==> src/rtl/mult_div_unit_pkg.sv <==
// Shared constants for the multiply/divide unit: operation codes, HI/LO access codes,
// default latencies and the FSM state type.
package mult_div_unit_pkg;

  typedef enum logic [2:0] {
    MD_NONE  = 3'd0,
    MD_MULT  = 3'd1,
    MD_MULTU = 3'd2,
    MD_DIV   = 3'd3,
    MD_DIVU  = 3'd4
  } md_op_e;

  localparam logic [1:0] MUWE_NONE = 2'd0;
  localparam logic [1:0] MUWE_HI   = 2'd1;
  localparam logic [1:0] MUWE_LO   = 2'd2;

  localparam logic [1:0] MURE_NONE = 2'd0;
  localparam logic [1:0] MURE_HI   = 2'd1;
  localparam logic [1:0] MURE_LO   = 2'd2;

  localparam int MULT_CYCLES_DEF = 5;
  localparam int DIV_CYCLES_DEF  = 10;

  typedef enum logic {
    ST_IDLE = 1'b0,
    ST_RUN  = 1'b1
  } mdu_state_e;

  function automatic logic is_div_op(input logic [2:0] op);
    return (op == MD_DIV) || (op == MD_DIVU);
  endfunction

  function automatic logic is_valid_op(input logic [2:0] op);
    return (op == MD_MULT) || (op == MD_MULTU) || (op == MD_DIV) || (op == MD_DIVU);
  endfunction

endpackage

==> src/rtl/mult_div_unit_mdu_calc.sv <==
// Combinational result generator for mult/multu/div/divu, producing {hi, lo}.
// Signed forms go through sign/magnitude so one unsigned multiplier and divider serve both.
module mdu_calc
  import mult_div_unit_pkg::*;
(
  input  logic [31:0] a,
  input  logic [31:0] b,
  input  logic [2:0]  multctrl,
  output logic [63:0] result
);

  logic        signed_op;
  logic        a_neg;
  logic        b_neg;
  logic [31:0] a_mag;
  logic [31:0] b_mag;
  logic [31:0] b_safe;
  logic [63:0] prod_mag;
  logic [63:0] prod;
  logic [31:0] q_mag;
  logic [31:0] r_mag;
  logic [31:0] quot;
  logic [31:0] rem;
  logic [31:0] div0_lo;

  assign signed_op = (multctrl == MD_MULT) || (multctrl == MD_DIV);
  assign a_neg     = signed_op & a[31];
  assign b_neg     = signed_op & b[31];
  assign a_mag     = a_neg ? (32'd0 - a) : a;
  assign b_mag     = b_neg ? (32'd0 - b) : b;

  assign prod_mag = {32'd0, a_mag} * {32'd0, b_mag};
  assign prod     = (a_neg ^ b_neg) ? (64'd0 - prod_mag) : prod_mag;

  // Divisor forced non-zero so the divider never sees x/0; the b==0 result is muxed below.
  assign b_safe = (b_mag == 32'd0) ? 32'd1 : b_mag;
  assign q_mag  = a_mag / b_safe;
  assign r_mag  = a_mag % b_safe;
  assign quot   = (a_neg ^ b_neg) ? (32'd0 - q_mag) : q_mag;
  assign rem    = a_neg ? (32'd0 - r_mag) : r_mag;

  assign div0_lo = ((multctrl == MD_DIV) && a[31]) ? 32'd1 : 32'hFFFF_FFFF;

  always_comb begin
    result = 64'd0;
    case (multctrl)
      MD_MULT, MD_MULTU: result = prod;
      MD_DIV, MD_DIVU:   result = (b == 32'd0) ? {a, div0_lo} : {rem, quot};
      default:           result = 64'd0;
    endcase
  end

endmodule

==> src/rtl/mult_div_unit.sv <==
// Multiply/divide unit top: FSM, latency down-counter, HI/LO and pending-result registers.
// Optional MDU_DIV0_GUARD_EN: divide by zero leaves HI/LO untouched at completion.
//
//   state   | meaning
//   ST_IDLE | no operation in flight, busy=0, start accepted
//   ST_RUN  | result held in *_pend, counter counting down, busy=1
module mult_div_unit
  import mult_div_unit_pkg::*;
#(
  parameter int MULT_CYCLES = MULT_CYCLES_DEF,
  parameter int DIV_CYCLES  = DIV_CYCLES_DEF
) (
  input  logic        clk,
  input  logic        reset,
  input  logic [31:0] a,
  input  logic [31:0] b,
  input  logic [2:0]  multctrl,
  input  logic        start,
  input  logic [1:0]  muwe,
  input  logic [1:0]  mure,
  output logic        busy,
  output logic [31:0] mu_out,
  output logic [31:0] hi,
  output logic [31:0] lo
);

  localparam int MAX_CYCLES = (MULT_CYCLES > DIV_CYCLES) ? MULT_CYCLES : DIV_CYCLES;
  localparam int CNT_W      = $clog2(MAX_CYCLES + 1);

  mdu_state_e       state_q, state_d;
  logic [CNT_W-1:0] cnt_q, cnt_d;
  logic [31:0]      hi_q, hi_d;
  logic [31:0]      lo_q, lo_d;
  logic [31:0]      hi_pend_q, hi_pend_d;
  logic [31:0]      lo_pend_q, lo_pend_d;
  logic             keep_q, keep_d;
  logic [63:0]      calc_result;
  logic             launch;
  logic             div0_keep;

  mdu_calc u_calc (
    .a        (a),
    .b        (b),
    .multctrl (multctrl),
    .result   (calc_result)
  );

`ifdef MDU_DIV0_GUARD_EN
  assign div0_keep = is_div_op(multctrl) && (b == 32'd0);
`else
  assign div0_keep = 1'b0;
`endif

  assign launch = start && is_valid_op(multctrl);

  always_comb begin
    state_d   = state_q;
    cnt_d     = cnt_q;
    hi_d      = hi_q;
    lo_d      = lo_q;
    hi_pend_d = hi_pend_q;
    lo_pend_d = lo_pend_q;
    keep_d    = keep_q;

    if (muwe == MUWE_HI) hi_d = a;
    if (muwe == MUWE_LO) lo_d = a;

    case (state_q)
      ST_IDLE: begin
        if (launch) begin
          state_d   = ST_RUN;
          cnt_d     = is_div_op(multctrl) ? CNT_W'(DIV_CYCLES) : CNT_W'(MULT_CYCLES);
          hi_pend_d = calc_result[63:32];
          lo_pend_d = calc_result[31:0];
          keep_d    = div0_keep;
        end
      end
      ST_RUN: begin
        if (cnt_q == CNT_W'(1)) begin
          // Completion takes priority over a same-cycle muwe write.
          state_d = ST_IDLE;
          cnt_d   = '0;
          if (!keep_q) begin
            hi_d = hi_pend_q;
            lo_d = lo_pend_q;
          end
        end else begin
          cnt_d = cnt_q - CNT_W'(1);
        end
      end
      default: state_d = ST_IDLE;
    endcase
  end

  always_ff @(posedge clk) begin
    if (reset) begin
      state_q   <= ST_IDLE;
      cnt_q     <= '0;
      hi_q      <= '0;
      lo_q      <= '0;
      hi_pend_q <= '0;
      lo_pend_q <= '0;
      keep_q    <= 1'b0;
    end else begin
      state_q   <= state_d;
      cnt_q     <= cnt_d;
      hi_q      <= hi_d;
      lo_q      <= lo_d;
      hi_pend_q <= hi_pend_d;
      lo_pend_q <= lo_pend_d;
      keep_q    <= keep_d;
    end
  end

  assign busy = (state_q == ST_RUN);
  assign hi   = hi_q;
  assign lo   = lo_q;

  always_comb begin
    mu_out = 32'd0;
    case (mure)
      MURE_HI: mu_out = hi_q;
      MURE_LO: mu_out = lo_q;
      default: mu_out = 32'd0;
    endcase
  end

endmodule

==> config.mk <==
export PLATFORM = sky130hd
export DESIGN_NAME = mult_div_unit
export DESIGN_NICKNAME = d
export VERILOG_FILES = /design/src/rtl/mult_div_unit_pkg.sv /design/src/rtl/mult_div_unit_mdu_calc.sv /design/src/rtl/mult_div_unit.sv
export SDC_FILE = /design/constraint.sdc
export NUM_CORES = 2
export LEC_CHECK = 0
export ABC_CLOCK_PERIOD_IN_PS = 83400
export CELL_PAD_IN_SITES_DETAIL_PLACEMENT = 0
export CELL_PAD_IN_SITES_GLOBAL_PLACEMENT = 1
export CORE_ASPECT_RATIO = 1.25
export CORE_MARGIN = 5
export CORE_UTILIZATION = 40
export CTS_CLUSTER_SIZE = 20
export DETAILED_ROUTE_END_ITERATION = 7
export PLACE_DENSITY = 0.72
export REMOVE_ABC_BUFFERS = 1
export SLEW_MARGIN = 20
export SYNTH_ARGS = -nofsm -noshare
export SYNTH_HDL_FRONTEND = slang
export SYNTH_SLANG_ARGS = --single-unit
export TNS_END_PERCENT = 30
==> constraint.sdc <==
create_clock -name clk -period 83.4 [get_ports clk]
set_clock_uncertainty 0.15 [all_clocks]
set_input_delay 8.34 -clock clk [delete_from_list [all_inputs] [get_ports clk]]
set_output_delay 8.34 -clock clk [all_outputs]
set_load 0.05 [all_outputs]
; Word level (Yosys, flattened, before mapping)
; Cells that the tools add are included.
[totals]
ff_bits = 133
in_bits = 74
out_inout_bits = 97
[op_classes]
add_sub_neg = 6
mul = 1
div_mod_pow = 2
n_eq_ne = 10
muxes = 23
bitwise = 4
reduce_logical = 12
[op_table]
columns = op, count
row1 = 2-to-1 mux 32 bit, 12
row2 = 2-to-1 mux 64 bit, 2
row3 = case mux 64 bit (2 select lines), 1
row4 = subtractor 1 x 32 -> 32 bit (first input constant), 4
row5 = logical NOT 32 bit, 2
row6 = multiplier 32 x 32 -> 64 bit, 1
row7 = case mux 32 bit (2 select lines), 1
row8 = subtractor 1 x 64 -> 64 bit (first input constant), 1
row9 = divider 32 x 32 -> 32 bit, 1
row10 = modulo 32 x 32 -> 32 bit, 1
row11 = 2-to-1 mux 4 bit, 3
row12 = case mux 4 bit (2 select lines), 1
row13 = == test 3 x 2 -> 1 bit (second input constant), 2
row14 = logical OR 1 bit, 5
row15 = == test 2 x 1 -> 1 bit (second input constant), 2
row16 = == test 2 bit (second input constant), 2
row17 = == test 4 x 1 -> 1 bit (second input constant), 1
row18 = OR reduction 2 bit, 2
row19 = subtractor 4 x 1 -> 4 bit (second input constant), 1
row20 = == test 3 x 1 -> 1 bit (second input constant), 1
row21 = == test 3 bit (second input constant), 1
row22 = AND 1 bit, 2
row23 = logical AND 1 bit, 2
row24 = 2-to-1 mux 1 bit, 2
row25 = other kinds (5), 5

; Longest topological paths before layout
[depth]
word_depth = 11
ltp_mapped = 422
mapped_depth_nobuf = 379

; Cells and area by module
; Synthesis repeated with hierarchy kept, for this count alone.
[unflattened]
cells_unflattened = 10564
area_unflattened_um2 = 77844.7
[by_module_without_submodules]
columns = module, instances, cells_per_inst, area_per_inst_um2, seq_area_each_um2
row1 = mdu_calc, 1, 9873, 71688.8, 0.0
row2 = mult_div_unit, 1, 691, 6155.9, 2662.6

; Worst setup path after synthesis
; No wires, ideal clock.
[synth_timing]
path_type = input to register
start = in b[0]
end = reg hi_pend_q[24]
arrival_ns = 87.860
path_slack_ns = -4.743
cell_stages = 388
path_cell_list = clkbuf_1 > inv_1 > clkbuf_1 > clkbuf_1 > clkbuf_1 > ha_1 > nor4b_1 > nand4_1 > or4_4 > a211oi_4 > o2111a_2 > nand3_4 > buf_6 > buf_6 > nor2_1 > or2_2 > ha_1 > o311a_1 > (+352 left out) > a221o_1 > a211oi_1 > o21ai_1 > clkbuf_1 > clkbuf_1 > buf_1 > nand2_1 > nand2_1 > ha_1 > nand2b_1 > and4b_1 > and3_1 > nand2_1 > nor3_2 > nand3_1 > or4_1 > nand3_1 > o22ai_1
[synth_via]
elab_chain_len = 9
word_cells_on_any_way = 13
cone_classes = add/sub: 3 / mul: 1 / div: 1 / mux: 6 / reduce/logical: 2
[synth_rtl]
columns = element, line
row1 = "start, declared", mult_div_unit.sv:16  ; input logic [31:0] b,
row2 = subtractor 1 x 32 -> 32 bit, mult_div_unit_mdu_calc.sv:30  ; assign b_mag = b_neg ? (32'd0 - b) : b;
row3 = 2-to-1 mux 32 bit, mult_div_unit_mdu_calc.sv:30
row4 = logical NOT 32 bit, mult_div_unit_mdu_calc.sv:36  ; assign b_safe = (b_mag == 32'd0) ? 32'd1 : b_mag;
row5 = 2-to-1 mux 32 bit, mult_div_unit_mdu_calc.sv:36
row6 = modulo 32 x 32 -> 32 bit, mult_div_unit_mdu_calc.sv:38  ; assign r_mag = a_mag % b_safe;
row7 = subtractor 1 x 32 -> 32 bit, mult_div_unit_mdu_calc.sv:40  ; assign rem = a_neg ? (32'd0 - r_mag) : r_mag;
row8 = 2-to-1 mux 32 bit, mult_div_unit_mdu_calc.sv:40
row9 = 2-to-1 mux 64 bit, mult_div_unit_mdu_calc.sv:48  ; MD_DIV, MD_DIVU: result = (b == 32'd0) ? {a, div0_lo} : {rem, quot};
row10 = case mux 64 bit (2 select lines) (*), mult_div_unit_mdu_calc.sv:46  ; case (multctrl)
row11 = "end signal, assigned", mult_div_unit.sv:109  ; hi_pend_q <= hi_pend_d;
row12 = "end, declared", mult_div_unit.sv:34  ; logic [31:0] hi_pend_q, hi_pend_d;
; Every way passes the cells marked *; elsewhere a longest branch is shown, timed or not.
; A chain may end at the register's enable or synchronous reset.

; Final worst setup path
[layout_timing]
start = in b[2]
end = reg lo_pend_q[22]
[layout_via]
elab_chain_len = 9
word_cells_on_any_way = 13
cone_classes = add/sub: 3 / mul: 1 / div: 1 / mux: 6 / reduce/logical: 2
[layout_rtl]
columns = element, line
row1 = subtractor 1 x 32 -> 32 bit, mult_div_unit_mdu_calc.sv:30
row2 = 2-to-1 mux 32 bit, mult_div_unit_mdu_calc.sv:30
row3 = logical NOT 32 bit, mult_div_unit_mdu_calc.sv:36
row4 = 2-to-1 mux 32 bit, mult_div_unit_mdu_calc.sv:36
row5 = divider 32 x 32 -> 32 bit, mult_div_unit_mdu_calc.sv:37  ; assign q_mag = a_mag / b_safe;
row6 = subtractor 1 x 32 -> 32 bit, mult_div_unit_mdu_calc.sv:39  ; assign quot = (a_neg ^ b_neg) ? (32'd0 - q_mag) : q_mag;
row7 = 2-to-1 mux 32 bit, mult_div_unit_mdu_calc.sv:39
row8 = 2-to-1 mux 64 bit, mult_div_unit_mdu_calc.sv:48
row9 = case mux 64 bit (2 select lines) (*), mult_div_unit_mdu_calc.sv:46
row10 = "end signal, assigned", mult_div_unit.sv:110  ; lo_pend_q <= lo_pend_d;
row11 = "end, declared", mult_div_unit.sv:35  ; logic [31:0] lo_pend_q, lo_pend_d;
; Marks and branches as above.

==> results.md <==
Status:
- The flow ran to the end, and the final reports show no timing, DRC or antenna violations.

Worst setup path:
- STA puts the critical path data required time at around 84000 ps.
- The type of destination of the critical path is a flop.
- The critical path contains buffers and inverters numbering 83 combined.
- The largest single stage delay on the critical path is roughly 950 ps.
- Counting buffers and inverters, the worst setup path is 392 cells deep.
- The family with the most delay on the worst path is compound AO/OA/AOI/OAI gates.
- The arrival time at the worst endpoint is about 82000 ps.
- The most repeated library cell on the critical path is sky130_fd_sc_hd__buf_4.
- STA classifies the critical path startpoint as an input pin.
- The kind of critical path is in2reg.
- Of all nets on the critical path, the largest fanout is 14.
- The worst register-to-register path has a depth of 6.
- Among all stages on the critical path, the largest delay is contributed by sky130_fd_sc_hd__xnor2_1.

Place:
- During placement, the flow inserted port buffers numbering between 150 and 200.
- The detailed placer's ending HPWL is approximately 370000 um.
- In this run the cell area measured after placement is 106000 um^2.
- The placed cell count is about 16000.
- Routability-driven placement finished with a final weighted congestion of 1.09.

STA:
- The total count of max-transition violations in the final report came to 0.
- For this run, the top clock speed supported by timing is between 10 and 15 MHz.
- The actual transition at the worst max-transition pin is 1380 ps.
- The final setup violation count is 0.
- The time the worst path needs with I/O delays and setup is slightly above 80000 ps.
- Measured against its own limit, the worst slew margin works out to 7.68%.
- The final worst-path cycle share is a little over nine tenths.
- For the final routed database, the setup TNS stands at 0 ps.
- The final hold violation count came to 0.

Run:
- Max-cap violations in this run came to 0.

Yosys:
- The area share of the largest cell type after synthesis is 23.0%.
- Measured against the total synthesized area, the mux share comes to 1.99%.
- The basic-gate share of the synthesized area counting and, or, nand and nor cells is a little over a fifth.
- After Yosys synthesis, full adders, half adders and majority gates account for 35.5% of the synthesized area.
- The main combinational cell family by area after synthesis is adder cells.
- The synthesized flop and latch total is about 130.
- Summing the sequential cell areas from Yosys gives roughly 3.4% of the chip area.
- In this run, synthesis inferred 0 flip-flops with an integrated enable.
- The distinct cell type count of the synthesized netlist is roughly 120.
- The synthesized netlist devotes 22.6% of its cell area to compound gates.
- Yosys attributes the largest share of cell area to sky130_fd_sc_hd__fa_1 (23%), sky130_fd_sc_hd__ha_1 (12%), sky130_fd_sc_hd__nand2_1 (7.2%).
- The commonest register cell after synthesis is sky130_fd_sc_hd__dfxtp_1.
- In the synthesized netlist, the number of instances is ~11000.
- The netlist area before placement is approximately 78000 um^2.
- The cell accounting for the most synthesized area is sky130_fd_sc_hd__fa_1.
- The xor and xnor area share after synthesis is 6.78%.
- After synthesis, the mean cell area works out to approximately 7.4 um^2.
- The share of flip-flops with an asynchronous set or reset is 0%.
- During synthesis, Yosys emitted a total of 0 warnings.

Detailed routing:
- The first TritonRoute pass finished after 8 iterations.
- After detailed routing, the number of remaining DRC violations is 0.
- For this block, the routed nets add up to around 460000 um of wire.
- For this block, the initial DRC count from the detailed router was around 9000.
- The routed via count divided by cell count is around 6.0.
- The final route contains between 90000 and 100k vias.
- In this run the remaining antenna-violating nets after routing total 0.
- The average detailed-routed wire length per instance is between 20 and 30 um.

Layout:
- Leaving out filler cells and counting taps, the final layout contains 16181.
- The finished layout cell area is 112000 um^2.
- The area growth from synthesis to layout is 43.2%.
- The final layout contains ~15000 nets.
- The share of final-layout standard cells stronger than drive strength 1 is a little under a third.

Die:
- The die is roughly 500 um tall.
- The floorplan step defined a die boundary enclosing ~200000 um^2.
- For this design the top-level I/O count stands at roughly 170.
- The number of rows created at floorplan is roughly 180.
- For this configuration, the core starts out at a cell density of between 40% and 50%.
- The total area inside the core boundary comes to between 150000 and 200000 um^2.
- The width of the chip is 405 um.

GRT:
- The pin count of the biggest net entering global routing is slightly above 90.
- The initial antenna violation count came to 37.
- The via count of the first global-routing pass is between 90000 and 100k.
- For this run the aggregate overflow at the end of global routing stands at 0.
- The global-route usage over all layers is between 40% and 50%.
- The wire length of the first global-routing pass is between 600000 and 700000 um.

Min path:
- Counting instances, the worst hold path has a depth of 2.
- The class of the tightest hold or removal check is reg2reg.

Clocking:
- In this run, CTS created clock tree buffers numbering 17.
- The clock sink count is approximately 130.
- The clock latency on the worst-skew pair is 430 ps.
- CTS built an H-tree with a depth of 4.
- TritonCTS built the clock tree.
- The root buffer cell is sky130_fd_sc_hd__clkbuf_16.
- The clock slew seen by the registers of the worst setup and hold paths is 70 ps.
- In this run the deepest clock path goes through 2 buffers.
[layout by cell type, fill, tap and decap left out, types with 35 or more instances in the layout]
master / count
sky130_fd_sc_hd__o21a_1: 111
sky130_fd_sc_hd__a211oi_1: 110
sky130_fd_sc_hd__nand3_1: 170
sky130_fd_sc_hd__a21oi_2: 92
sky130_fd_sc_hd__o21ai_1: 72
sky130_fd_sc_hd__nor3_2: 35
sky130_fd_sc_hd__mux2_2: 42
sky130_fd_sc_hd__nor2_1: 950
sky130_fd_sc_hd__xnor2_1: 333
sky130_fd_sc_hd__dfxtp_1: 133
sky130_fd_sc_hd__buf_6: 47
sky130_fd_sc_hd__a21oi_1: 571
sky130_fd_sc_hd__nand4_1: 103
sky130_fd_sc_hd__a21o_1: 276
sky130_fd_sc_hd__nor2b_1: 63
sky130_fd_sc_hd__inv_1: 1189
sky130_fd_sc_hd__a22oi_1: 41
sky130_fd_sc_hd__or2_2: 47
sky130_fd_sc_hd__nor3_1: 182
sky130_fd_sc_hd__o22ai_1: 36
sky130_fd_sc_hd__and3_1: 76
sky130_fd_sc_hd__mux2i_1: 94
sky130_fd_sc_hd__nand2_1: 1465
sky130_fd_sc_hd__o21bai_1: 68
sky130_fd_sc_hd__clkdlybuf4s50_1: 168
sky130_fd_sc_hd__o21ai_0: 374
sky130_fd_sc_hd__fa_1: 896
sky130_fd_sc_hd__xor2_1: 213
sky130_fd_sc_hd__o211ai_1: 78
sky130_fd_sc_hd__ha_1: 714
sky130_fd_sc_hd__buf_4: 3223
sky130_fd_sc_hd__ha_4: 51
sky130_fd_sc_hd__a31oi_1: 123
sky130_fd_sc_hd__or3_1: 73
sky130_fd_sc_hd__and2_1: 59
sky130_fd_sc_hd__o31ai_1: 47
sky130_fd_sc_hd__nand2b_1: 79
[cell usage after synthesis, types with 32 or more instances]
library cell / number
sky130_fd_sc_hd__a211o_1: 38
sky130_fd_sc_hd__a211oi_1: 139
sky130_fd_sc_hd__a21boi_0: 41
sky130_fd_sc_hd__a21o_1: 278
sky130_fd_sc_hd__a21oi_1: 672
sky130_fd_sc_hd__a221oi_1: 32
sky130_fd_sc_hd__a22oi_1: 47
sky130_fd_sc_hd__a31o_2: 32
sky130_fd_sc_hd__a31oi_1: 141
sky130_fd_sc_hd__and2_1: 77
sky130_fd_sc_hd__and3_1: 82
sky130_fd_sc_hd__buf_1: 74
sky130_fd_sc_hd__buf_2: 39
sky130_fd_sc_hd__clkbuf_1: 389
sky130_fd_sc_hd__dfxtp_1: 133
sky130_fd_sc_hd__fa_1: 897
sky130_fd_sc_hd__ha_1: 775
sky130_fd_sc_hd__inv_1: 1203
sky130_fd_sc_hd__mux2_2: 49
sky130_fd_sc_hd__mux2i_1: 100
sky130_fd_sc_hd__nand2_1: 1499
sky130_fd_sc_hd__nand2b_1: 84
sky130_fd_sc_hd__nand3_1: 192
sky130_fd_sc_hd__nand4_1: 103
sky130_fd_sc_hd__nor2_1: 994
sky130_fd_sc_hd__nor2b_1: 75
sky130_fd_sc_hd__nor3_1: 218
sky130_fd_sc_hd__nor4_1: 48
sky130_fd_sc_hd__o211ai_1: 78
sky130_fd_sc_hd__o21a_1: 113
sky130_fd_sc_hd__o21ai_0: 447
sky130_fd_sc_hd__o21bai_1: 73
sky130_fd_sc_hd__o22ai_1: 37
sky130_fd_sc_hd__o31ai_1: 64
sky130_fd_sc_hd__or2_2: 54
sky130_fd_sc_hd__or3_1: 85
sky130_fd_sc_hd__xnor2_1: 361
sky130_fd_sc_hd__xor2_1: 242
[state kept, by name (all words and copies together), names as in the netlist]
signal,count
hi_pend_q,32
lo_pend_q,32
busy,1
hi,32
lo,32
cnt_q,4
[worst register-to-register path: stages (launching register included)]
cell and delay, ps:
sky130_fd_sc_hd__dfxtp_1 420, sky130_fd_sc_hd__ha_1 190, sky130_fd_sc_hd__nor3b_1 520, sky130_fd_sc_hd__nand2_4 420
sky130_fd_sc_hd__buf_4 560, sky130_fd_sc_hd__nor2_1 320, sky130_fd_sc_hd__a211oi_1 80
[final timing paths]
path / slack, ps / startpoint / to
setup / recovery: 1980 / b[2] / lo_pend_q[22]
hold / removal: 350 / hi_pend_q[24] / hi[24]
setup reg to reg: 80570 / cnt_q[0] / hi[4]
hold reg to reg: 350 / hi_pend_q[24] / hi[24]
[kinds of logic (layout without fill, tap and decap cells)]
group,after synthesis,after routing
XOR/XNOR,603,603
buffers and inverters,1727,4731
adder cells (fa/ha/maj),1672,1672
AO/OA/AOI/OAI,2630,2631
other,0,29
flip-flops,133,133
AND/OR/NAND/NOR,3671,3671
multiplexers,149,149
[timing repair]
action                     CTS  global route
setup buffers               21           135
gates resized for setup    173           702
hold buffers                 0             0
setup endpoints to repair   64            64
gates cloned                 0             5
pin swaps                   40           318
[stage by stage]
stage | hold slack, ps | utilization, % | setup slack [ps]
3_5_place_dp | 341 | 54.4 | -5090
5_1_grt | 374 | 57.4 | -838
2_1_floorplan | 320 | - | -16090
3_3_place_gp | 334 | 54.4 | -4270
6_report | 353 | 57.4 | 1980
4_1_cts | 353 | 55.1 | 39.6
[final cells by class]
class / count / area (um^2)
fillers: 18533 / 82700
multi-input cells: 8726 / 73300
repair buffers: 3483 / 27300
inverters: 1216 / 4570
well taps: 2562 / 3210
flip-flops and latches: 133 / 2660
clock buffers: 17 / 425
clock inverters: 15 / 159
diodes: 29 / 72.6
[layer usage]
metal	track usage (%)	wire, um	vias up
met2	70.4	205000	5595
met3	10.9	47900	1867
met1	49.3	162000	46900
li1	-	-	42324
met5	0.498	313	-
met4	34.6	47400	28
Power is not shown: default switching activity piles up to over one toggle a cycle in this logic, so the estimate is an artifact.
